--- src/rtl/bsg_manycore_hor_io_arb_pkg.sv ---
// Shared types and width helpers for the horizontal IO row arbiter.
package bsg_manycore_hor_io_arb_pkg;

  typedef enum logic [1:0] {
    e_run     = 2'd0,
    e_drain   = 2'd1,
    e_drained = 2'd2
  } hor_io_arb_state_e;

  // Slot layout for the default configuration; the top builds a
  // parameter-sized copy of this layout.
  localparam int hor_io_arb_row_width_gp    = 2;
  localparam int hor_io_arb_packet_width_gp = 64;

  typedef struct packed {
    logic [hor_io_arb_row_width_gp-1:0]    row;
    logic [hor_io_arb_packet_width_gp-1:0] packet;
  } hor_io_arb_slot_s;

  function automatic int safe_clog2(input int n);
    return (n <= 1) ? 1 : $clog2(n);
  endfunction

  function automatic int width_of(input int n);
    return (n <= 0) ? 1 : $clog2(n + 1);
  endfunction

  function automatic int wrap_row(input int base, input int off, input int n);
    return (base + off) % n;
  endfunction

endpackage

--- src/rtl/bsg_manycore_hor_io_arb_rr_pick.sv ---
// Combinational round-robin picker: first set request at or after ptr_i, wrapping.
module bsg_manycore_hor_io_rr_pick
  import bsg_manycore_hor_io_arb_pkg::*;
  #(parameter int num_row_p = 4
   ,localparam int row_id_width_lp = safe_clog2(num_row_p))
  (input  logic [num_row_p-1:0]       req_i
  ,input  logic [row_id_width_lp-1:0] ptr_i
  ,output logic [num_row_p-1:0]       grant_o
  ,output logic [row_id_width_lp-1:0] idx_o
  ,output logic                       v_o
  );

  // Scan from the farthest offset back toward the pointer so the nearest hit wins.
  always_comb begin
    grant_o = '0;
    idx_o   = '0;
    v_o     = 1'b0;
    for (int off = num_row_p - 1; off >= 0; off--) begin
      if (req_i[wrap_row(int'(ptr_i), off, num_row_p)]) begin
        grant_o = '0;
        grant_o[wrap_row(int'(ptr_i), off, num_row_p)] = 1'b1;
        idx_o   = row_id_width_lp'(wrap_row(int'(ptr_i), off, num_row_p));
        v_o     = 1'b1;
      end
    end
  end

endmodule

--- src/rtl/bsg_manycore_hor_io_row_arbiter.sv ---
// Round-robin, credit-limited arbiter sharing one accelerator endpoint among rows.
// Optional per-row grant counters are built when BSG_MANYCORE_HOR_IO_ARB_STATS_EN is defined.
module bsg_manycore_hor_io_row_arbiter
  import bsg_manycore_hor_io_arb_pkg::*;
  #(parameter int num_row_p = 4
   ,parameter int packet_width_p = 64
   ,parameter int max_out_credits_p = 16
   ,localparam int row_id_width_lp = safe_clog2(num_row_p)
   ,localparam int credit_width_lp = width_of(max_out_credits_p))
  (input  logic                                clk_i
  ,input  logic                                reset_n_i
  ,input  logic [num_row_p-1:0]                req_v_i
  ,input  logic [num_row_p*packet_width_p-1:0] req_packet_i
  ,output logic [num_row_p-1:0]                req_yumi_o
  ,output logic                                fwd_v_o
  ,output logic [packet_width_p-1:0]           fwd_packet_o
  ,output logic [row_id_width_lp-1:0]          fwd_row_o
  ,input  logic                                fwd_ready_i
  ,input  logic                                resp_v_i
  ,input  logic [row_id_width_lp-1:0]          resp_row_i
  ,input  logic [packet_width_p-1:0]           resp_packet_i
  ,output logic                                resp_ready_o
  ,output logic [num_row_p-1:0]                resp_v_o
  ,output logic [packet_width_p-1:0]           resp_packet_o
  ,input  logic [num_row_p-1:0]                resp_ready_i
  ,input  logic                                drain_i
  ,output logic                                drained_o
  ,output logic [credit_width_lp-1:0]          credits_o
  ,output logic                                error_o
  ,output logic [num_row_p*32-1:0]             grant_count_o
  );

  localparam logic [1:0] state_run_lp     = e_run;
  localparam logic [1:0] state_drain_lp   = e_drain;
  localparam logic [1:0] state_drained_lp = e_drained;
  localparam logic [credit_width_lp-1:0] credits_max_lp = credit_width_lp'(max_out_credits_p);

  typedef struct packed {
    logic [row_id_width_lp-1:0] row;
    logic [packet_width_p-1:0]  packet;
  } slot_s;

  slot_s                       slot_r;
  logic                        slot_v_r, slot_v_n;
  logic [credit_width_lp-1:0]  credits_r, credits_n;
  logic [row_id_width_lp-1:0]  ptr_r, ptr_n;
  logic [1:0]                  state_r, state_n;
  logic                        error_r;

  logic [num_row_p-1:0]        pick_grant;
  logic [row_id_width_lp-1:0]  pick_idx;
  logic                        pick_v;
  logic [packet_width_p-1:0]   sel_packet;
  logic                        issue_ok, grant;
  logic                        resp_in_range, resp_hs, credit_overflow;

  bsg_manycore_hor_io_rr_pick #(.num_row_p(num_row_p)) rr_pick (
    .req_i   (req_v_i),
    .ptr_i   (ptr_r),
    .grant_o (pick_grant),
    .idx_o   (pick_idx),
    .v_o     (pick_v)
  );

  // Draining the slot in the same cycle frees it for a refill, so no bubble.
  assign issue_ok   = (state_r == state_run_lp) & ~drain_i & (credits_r != '0)
                    & (~slot_v_r | fwd_ready_i);
  assign grant      = issue_ok & pick_v;
  assign req_yumi_o = grant ? pick_grant : '0;

  always_comb begin
    sel_packet = '0;
    for (int i = 0; i < num_row_p; i++) begin
      if (pick_idx == row_id_width_lp'(i)) begin
        sel_packet = req_packet_i[i*packet_width_p +: packet_width_p];
      end
    end
  end

  assign fwd_v_o      = slot_v_r;
  assign fwd_packet_o = slot_r.packet;
  assign fwd_row_o    = slot_r.row;

  // Out-of-range tags are accepted and dropped so a bad response cannot wedge the endpoint.
  assign resp_in_range = (int'(resp_row_i) < num_row_p);
  assign resp_packet_o = resp_packet_i;

  always_comb begin
    resp_v_o     = '0;
    resp_ready_o = ~resp_in_range;
    for (int i = 0; i < num_row_p; i++) begin
      if (resp_row_i == row_id_width_lp'(i)) begin
        resp_v_o[i]  = resp_v_i;
        resp_ready_o = resp_ready_i[i];
      end
    end
  end

  assign resp_hs         = resp_v_i & resp_ready_o;
  assign credit_overflow = resp_hs & ~grant & (credits_r == credits_max_lp);

  always_comb begin
    credits_n = credits_r;
    if (grant & ~resp_hs) begin
      credits_n = credits_r - credit_width_lp'(1);
    end else if (resp_hs & ~grant & ~credit_overflow) begin
      credits_n = credits_r + credit_width_lp'(1);
    end
  end

  assign slot_v_n = grant | (slot_v_r & ~fwd_ready_i);
  assign ptr_n    = (pick_idx == row_id_width_lp'(num_row_p - 1))
                  ? '0 : pick_idx + row_id_width_lp'(1);

  // Quiescence is judged on next-cycle slot and credit values so drained_o
  // rises the cycle right after the last outstanding response returns.
  always_comb begin
    state_n = state_r;
    case (state_r)
      state_run_lp: begin
        if (drain_i) state_n = state_drain_lp;
      end
      state_drain_lp: begin
        if (!drain_i) state_n = state_run_lp;
        else if (!slot_v_n && (credits_n == credits_max_lp)) state_n = state_drained_lp;
      end
      state_drained_lp: begin
        if (!drain_i) state_n = state_run_lp;
      end
      default: state_n = state_run_lp;
    endcase
  end

  always_ff @(posedge clk_i) begin
    if (!reset_n_i) begin
      slot_v_r  <= 1'b0;
      credits_r <= credits_max_lp;
      ptr_r     <= '0;
      state_r   <= state_run_lp;
      error_r   <= 1'b0;
    end else begin
      slot_v_r  <= slot_v_n;
      credits_r <= credits_n;
      state_r   <= state_n;
      error_r   <= error_r | credit_overflow | (resp_hs & ~resp_in_range);
      if (grant) ptr_r <= ptr_n;
    end
  end

  // Payload needs no reset; the valid bit alone discards stale contents.
  always_ff @(posedge clk_i) begin
    if (grant) begin
      slot_r.row    <= pick_idx;
      slot_r.packet <= sel_packet;
    end
  end

  assign drained_o = (state_r == state_drained_lp);
  assign credits_o = credits_r;
  assign error_o   = error_r;

`ifdef BSG_MANYCORE_HOR_IO_ARB_STATS_EN
  logic [31:0] grant_count_r [num_row_p];

  always_ff @(posedge clk_i) begin
    for (int i = 0; i < num_row_p; i++) begin
      if (!reset_n_i) grant_count_r[i] <= '0;
      else if (req_yumi_o[i]) grant_count_r[i] <= grant_count_r[i] + 32'd1;
    end
  end

  always_comb begin
    grant_count_o = '0;
    for (int i = 0; i < num_row_p; i++) begin
      grant_count_o[i*32 +: 32] = grant_count_r[i];
    end
  end
`else
  assign grant_count_o = '0;
`endif

endmodule

--- config.mk ---
export PLATFORM = sky130hd
export DESIGN_NAME = bsg_manycore_hor_io_row_arbiter
export DESIGN_NICKNAME = d
export VERILOG_FILES = /design/src/rtl/bsg_manycore_hor_io_arb_pkg.sv /design/src/rtl/bsg_manycore_hor_io_arb_rr_pick.sv /design/src/rtl/bsg_manycore_hor_io_row_arbiter.sv
export SDC_FILE = /design/constraint.sdc
export NUM_CORES = 1
export LEC_CHECK = 0
export BUFFER_PORTS_ARGS = -buffer_cell sky130_fd_sc_hd__buf_2
export CORE_AREA = 8 8 232 234
export CTS_CLUSTER_DIAMETER = 40
export DETAILED_ROUTE_END_ITERATION = 6
export DIE_AREA = 0 0 240 242
export GPL_ROUTABILITY_DRIVEN = 0
export GPL_TIMING_DRIVEN = 0
export PLACE_DENSITY = 0.4
export SLEW_MARGIN = 20
export SYNTH_ARGS = -nofsm -noshare
export SYNTH_HDL_FRONTEND = slang
export SYNTH_SLANG_ARGS = --single-unit
--- constraint.sdc ---
create_clock -name clk_i -period 4.7 [get_ports clk_i]
set_clock_uncertainty 0.2 [all_clocks]
set_input_delay 0.94 -clock clk_i [delete_from_list [all_inputs] [get_ports clk_i]]
set_output_delay 0.94 -clock clk_i [all_outputs]
set_load 0.005 [all_outputs]
==> flow_metrics.env, run 1 <==
export IMPL_syn_inst=781
export IMPL_die_height_um=242
export IMPL_htreeDepth=3
export IMPL_clockRootBuffer="clkbuf_16"
export IMPL_gr_usage_all_layers=0.1207
export IMPL_vdd_drop_max_v=0.0001714
export IMPL_ys_types=56
export IMPL_hold_path_startpoint="error_o"
export IMPL_grt_max_degree=40
export IMPL_grt_pass1_vias=7939
export IMPL_yosys_cell_count_top_type="buf_4"
export IMPL_total_power_mw=4.990
export IMPL_yosys_area_share_simple=0.1300
export IMPL_grt_pass1_wl_mm=52.32
export IMPL_path_class="reg -> reg"
export IMPL_stdcell_count=2027
export IMPL_top_level_ports=610
export IMPL_synth_warnings=0
export IMPL_yosys_top_cells_area="edfxtp_1 31%, buf_4 22%, a22oi_1 7.3%, a21oi_1 5.6%, o21ai_0 5.3%"
export IMPL_required_ps=4650
export IMPL_timing_hold_ws_ps=284.7
export IMPL_wirelength_mm=37.33
export IMPL_pre_cts_ws_ps=-1122
export IMPL_die_area_um2=58080
export IMPL_final_util=0.2048
export IMPL_first_pass_iters=4
export IMPL_status="completed"
export IMPL_worstSetupEndpointType="flip-flop"
export IMPL_critical_path_top_delay_family="buffers and inverters"
export IMPL_period_needed_ps=4404
export IMPL_crit_chain="inv_1, ha_1, mux4_2, clkbuf_2, nor2_1, o31ai_4, inv_1, ha_1, clkbuf_1, clkbuf_1, a21oi_1, o21ai_0"
export IMPL_cts_buffers=9
export IMPL_synthMuxAreaShare=0.02044
export IMPL_final_nets=1687
export IMPL_antenna_left=0
export IMPL_setup_ws_ps=296.1
export IMPL_vias=7342
export IMPL_synth_edf_count=66
export IMPL_initial_core_util=0.1286
export IMPL_finalCritPeriodShare=0.9370
export IMPL_crit_path_start_kind="flip-flop"
export IMPL_setup_viol=0
export IMPL_drc=0
export IMPL_viasPerCell=3.622
export IMPL_synth_ff_latch_count=77
export IMPL_io_buffer_count=417
export IMPL_drtIter0Drc=283
export IMPL_path_buf_inv=5
export IMPL_min_path_type="reg -> reg"
export IMPL_cp_slowest_cell="dfxtp_1"
export IMPL_clkTransAtPathRegs_ps=80
export IMPL_clockBufferDepth=2
export IMPL_leakage_nw=5.062
export IMPL_regToRegStartpoint="ptr_r[1]"
export IMPL_clock_sinks=77
export IMPL_drive_gt1_frac=0.4952
export IMPL_worst_slew_pin_slew_ps=661.0
export IMPL_coreArea_um2=50470
export IMPL_syn_area_per_cell_um2=8.308
export IMPL_async_reset_ff_frac=0
export IMPL_rsz0062_at_grt="no"
export IMPL_power_density_nw_per_um2=482.7
export IMPL_dp_hpwl_mm=32.26
export IMPL_synthXorXnorAreaFrac=0.002700
export IMPL_synth_top_cell_area_share=0.3054
export IMPL_grt_overflow_total=0
export IMPL_yosys_area_share_adder=0.02892
export IMPL_report_final_slew_viol_count=0
export IMPL_relSlewSlack=0.5593
export IMPL_max_freq_ghz=0.2271
export IMPL_dp_cells=2006
export IMPL_area_growth_synth_to_final_pct=59.31
export IMPL_post_cts_buffers=0
export IMPL_die_width_um=240
export IMPL_routedWlPerCell_um=18.42
export IMPL_finalHoldViolations=0
export IMPL_fillers=5738
export IMPL_insertion_delay_ps=370
export IMPL_cts_tree="built"
export IMPL_critPathArrivalTime_ps=4350
export IMPL_synth_compound_area_frac=0.2200
export IMPL_cap_violations=0
export IMPL_synth_area_um2=6489
export IMPL_cp_depth=12
export IMPL_yosys_top_cells_count="193 x buf_4, 82 x nand2_1, 72 x a21oi_1, 72 x nor2_1, 69 x o21ai_0"
export IMPL_synth_top_family_by_area="buffers and inverters"
export IMPL_whs_path_depth=1
export IMPL_synth_top_cell_by_area="edfxtp_1"
export IMPL_reg2reg_depth=12
export IMPL_cp_max_fo=11
export IMPL_whs_endpoint="error_o"
export IMPL_slowest_delay_ps=590
export IMPL_r2r_end="fwd_packet_o[53]"
export IMPL_antenna_found_initial=16
export IMPL_r2r_setup_slack_ps=300
export IMPL_synth_yosys_seq_area_share=0.3394
export IMPL_ys_flop_type="edfxtp_1"
export IMPL_core_rowCount=83
## metal layers
| metal | vias up | GRT usage | share of wire |
|---|---|---|---|
| met1 | 3304 | 0.1253 | 0.37 |
| met3 | 50 | 0.04652 | 0.11 |
| li1 | 3546 | - | - |
| met5 | - | 0 | 0.00072 |
| met2 | 438 | 0.2231 | 0.50 |
| met4 | 4 | 0.03212 | 0.023 |
## state kept, by name, indices dropped and copies added (netlist names)
| name | count |
|---|---|
| fwd_packet_o | 64 |
| credits_o | 5 |
| fwd_row_o | 2 |
| ptr_r | 2 |
| state_r | 2 |
| error_o | 1 |
| fwd_v_o | 1 |
## area by class of cell
type / count / area (um2) / area share
well taps: 680 / 850.8 / 0.08230
flip-flops and latches: 77 / 2203 / 0.2131
diodes: 6 / 15.01 / 0.001452
clock buffers: 9 / 225.2 / 0.02179
plain buffers: 239 / 1654 / 0.1600
inverters: 14 / 55.05 / 0.005326
clock inverters: 6 / 111.4 / 0.01077
multi-input cells: 578 / 3108 / 0.3007
repair buffers: 418 / 2115 / 0.2046
## worst max-delay path by stage
stage / startpoint / endpoint / slack, ps
CTS: ptr_r[0] / fwd_packet_o[43] / 2
finish: ptr_r[1] / fwd_packet_o[53] / 300
detailed placement: ptr_r[0] / fwd_packet_o[43] / -1120
global route: ptr_r[0] / fwd_packet_o[15] / 6
floorplan: ptr_r[0] / fwd_packet_o[57] / 800
global placement: ptr_r[0] / fwd_packet_o[31] / -1040
## layout by cell type (no fill, tap or decap), drive strengths merged, types with 2 or more instances in the layout
cell type	count
clkbuf	48
o21a	3
a211o	4
diode	6
a311oi	2
and3	2
and2	6
a22oi	63
nand2	84
nor2b	4
o21ai	71
mux4	5
ha	15
inv	15
nor2	72
nand3	5
buf	618
conb	128
nor3	6
a221oi	4
xnor2	2
o31ai	2
a21oi	73
nor3b	2
dfxtp	11
mux2i	2
nor4	4
bufinv	3
clkinv	2
edfxtp	66
## per-stage QoR
step           instance area, um2  setup TNS (ps)
2_1_floorplan                6965               0
6_report                    10340               0
3_3_place_gp                 9903          -84310
3_5_place_dp                 9933          -54410
5_1_grt                     10330               0
4_1_cts                     10310               0
## logic make-up after synthesis
family,after synthesis
fa+ha+maj,15
compound gates,233
simple gates,193
buf+inv,253
other cells,1
mux,7
flops,77
xor+xnor,2
## what timing repair did
| action | CTS | global route |
|---|---|---|
| gates resized for setup | 24 | 9 |
| setup endpoints to repair | 65 | 60 |
| hold buffers | 0 | 0 |
## where the power goes
group	internal (mW)	switching [mW]	total (mW)	leakage, nW
clock	0.519	0.344	0.863	0.164
combinational	1.07	1.81	2.87	4.17
sequential	1.16	0.0934	1.25	0.731
Power figures use the tool's default switching activity.
==> inputs of run 2 (changes only) <==
CORE_AREA = 5 5 236 238   (was 8 8 232 234)
DIE_AREA = 0 0 241 243   (was 0 0 240 242)
PLACE_DENSITY = 0.38   (was 0.4)
==> run 2 against run 1 <==
Clock power fell by 0.8%. Critical endpoint is now fwd_packet_o[8]. Worst setup slack improved by 53 ps. First-iteration DRC count increased by 14%. Combinational power is 3% higher. Non-clock buffer count is 2 higher. Register-to-register slack improved by 50 ps. Maximum frequency increased by 1.2%. Flip-flop and latch count is the same. Global-route usage is 0.46 points lower. Wire length is 0.76% lower. Hold slack worse by 19 ps. Design area rose by 0.53%.
==> flow_metrics.env, run 2 (synthesis results as in run 1) <==
export IMPL_status="completed"
export IMPL_mostFrequentLayoutCell="buf_2"
export IMPL_period_needed_ps=4351
export IMPL_io_buffer_count=417
export IMPL_worst_slew_pin_slew_ps=738.0
export IMPL_cts_buffers=9
export IMPL_critPathArrivalTime_ps=4220
export IMPL_grt_pass1_vias=7738
export IMPL_antenna_found_initial=17
export IMPL_final_nets=1689
export IMPL_whs_path_depth=1
export IMPL_largest_reg_flops=64
export IMPL_insertion_delay_ps=370
export IMPL_whs_endpoint="error_o"
export IMPL_top_level_ports=610
export IMPL_viasPerCell=3.596
export IMPL_grt_overflow_total=0
export IMPL_cp_slowest_cell="dfxtp_2"
export IMPL_path_buf_inv=6
export IMPL_die_area_um2=58560
export IMPL_drtIter0Drc=323
export IMPL_setup_ws_ps=348.8
export IMPL_min_path_type="reg -> reg"
export IMPL_total_power_mw=5.062
export IMPL_htreeDepth=3
export IMPL_cts_tree="built"
export IMPL_seq_area_um2=2205
export IMPL_critical_path_top_delay_family="buffers and inverters"
export IMPL_crit_chain="buf_4, inv_1, ha_1, mux4_2, nor2b_1, nor2_1, o31ai_4, buf_12, inv_1, ha_1, nor2b_1, clkbuf_4, clkbuf_2, a22oi_1, nor2_1, a21oi_1, o21ai_1"
export IMPL_crit_path_start_kind="flip-flop"
export IMPL_die_height_um=243
export IMPL_pre_cts_ws_ps=-1208
export IMPL_antenna_left=0
export IMPL_core_rowCount=85
export IMPL_grt_max_degree=53
export IMPL_grt_busiest_layer="met2"
export IMPL_grt_pass1_wl_mm=50.24
export IMPL_reg2reg_depth=17
export IMPL_vias=7343
export IMPL_multiInputGateArea_um2=3112
export IMPL_final_cell_mix="419 x buf_2, 195 x buf_4, 128 x conb_1"
export IMPL_rsz0062_at_grt="no"
export IMPL_drive_gt1_frac=0.4981
export IMPL_grt_util_met1=0.1241
export IMPL_relSlewSlack=0.5080
export IMPL_cts_hold_buf=0
export IMPL_worstSetupEndpointType="flip-flop"
export IMPL_regToRegStartpoint="ptr_r[0]"
export IMPL_initial_core_util=0.1215
export IMPL_required_ps=4570
export IMPL_dp_hpwl_mm=31.66
export IMPL_wirelength_mm=37.05
export IMPL_coreArea_um2=53390
export IMPL_clkTransAtPathRegs_ps=70
export IMPL_hold_path_startpoint="error_o"
export IMPL_final_util=0.1947
export IMPL_die_width_um=241
export IMPL_r2r_setup_slack_ps=350
export IMPL_gr_usage_all_layers=0.1161
export IMPL_grt_met3_usage=0.03213
export IMPL_slowest_delay_ps=430
export IMPL_routedWlPerCell_um=18.14
export IMPL_clockBufferDepth=2
export IMPL_leakage_nw=5.085
export IMPL_cap_violations=0
export IMPL_cp_max_fo=10
export IMPL_vdd_drop_max_v=0.0001642
export IMPL_area_growth_synth_to_final_pct=60.16
export IMPL_power_density_nw_per_um2=487.0
export IMPL_max_freq_ghz=0.2298
export IMPL_report_final_slew_viol_count=0
export IMPL_r2r_end="fwd_packet_o[8]"
export IMPL_drc=0
export IMPL_fillers=6108
export IMPL_setup_viol=0
export IMPL_clockRootBuffer="clkbuf_16"
export IMPL_path_class="reg -> reg"
export IMPL_clock_sinks=77
export IMPL_first_pass_iters=5
export IMPL_timing_hold_ws_ps=265.8
export IMPL_finalCritPeriodShare=0.9258
export IMPL_grtUsageMet2=0.2196
export IMPL_finalHoldViolations=0
==> run 2: cell count changes in the layout (fill, tap and decap cells not counted), sizes merged <==
cell    delta
diode      -3
clkinv     +1
inv        -1
buf        +2
==> run 2: how the worst max path moves through the flow <==
stage / slack [ps] / end / cells past startpoint / start
finish: 350 / fwd_packet_o[8] / 17 / ptr_r[0]
global placement: -1590 / fwd_packet_o[27] / 14 / ptr_r[0]
floorplan: 800 / fwd_packet_o[57] / 16 / ptr_r[0]
global route: 40 / fwd_packet_o[8] / 17 / ptr_r[0]
CTS: 40 / fwd_packet_o[27] / 15 / ptr_r[0]
detailed placement: -1210 / fwd_packet_o[27] / 14 / ptr_r[0]
==> run 2: metal layers <==
metal / routed length (um) / vias to the layer above
met5: 58 / -
met4: 1016 / 8
met3: 3133 / 56
met2: 18880 / 441
met1: 13960 / 3285
li1: - / 3553
==> run 2: cell type report <==
class | instances | area share
Clock inverter | 6 | 0.01084
Multi-Input combinational cell | 578 | 0.2994
Sequential cell | 77 | 0.2121
Clock buffer | 9 | 0.02167
Buffer | 238 | 0.1593
Antenna cell | 3 | 0.0007224
Timing Repair Buffer | 421 | 0.2068
Inverter | 14 | 0.005297
Tap cell | 696 | 0.08379
==> run 2: power by group <==
group / switching [mW] / leakage (nW) / internal, mW
Clock: 0.337 / 0.165 / 0.518
Sequential: 0.0975 / 0.732 / 1.16
Combinational: 1.85 / 4.19 / 1.10
Total: 2.28 / 5.09 / 2.78
==> run 2: what timing repair did <==
item / 4_1_cts / 5_1_grt
gates resized for setup: 25 / 8
setup buffers: 2 / 1
pin swaps: 1 / 0
setup endpoints to repair: 65 / 47
==> run 2: metrics by stage <==
stage	TNS, ps	instances	instance area [um2]
3_5_place_dp	-51380	2022	9958
5_1_grt	0	2039	10390
2_1_floorplan	0	908	6965
6_report	0	2042	10390
3_3_place_gp	-107250	2021	9923
4_1_cts	0	2038	10370
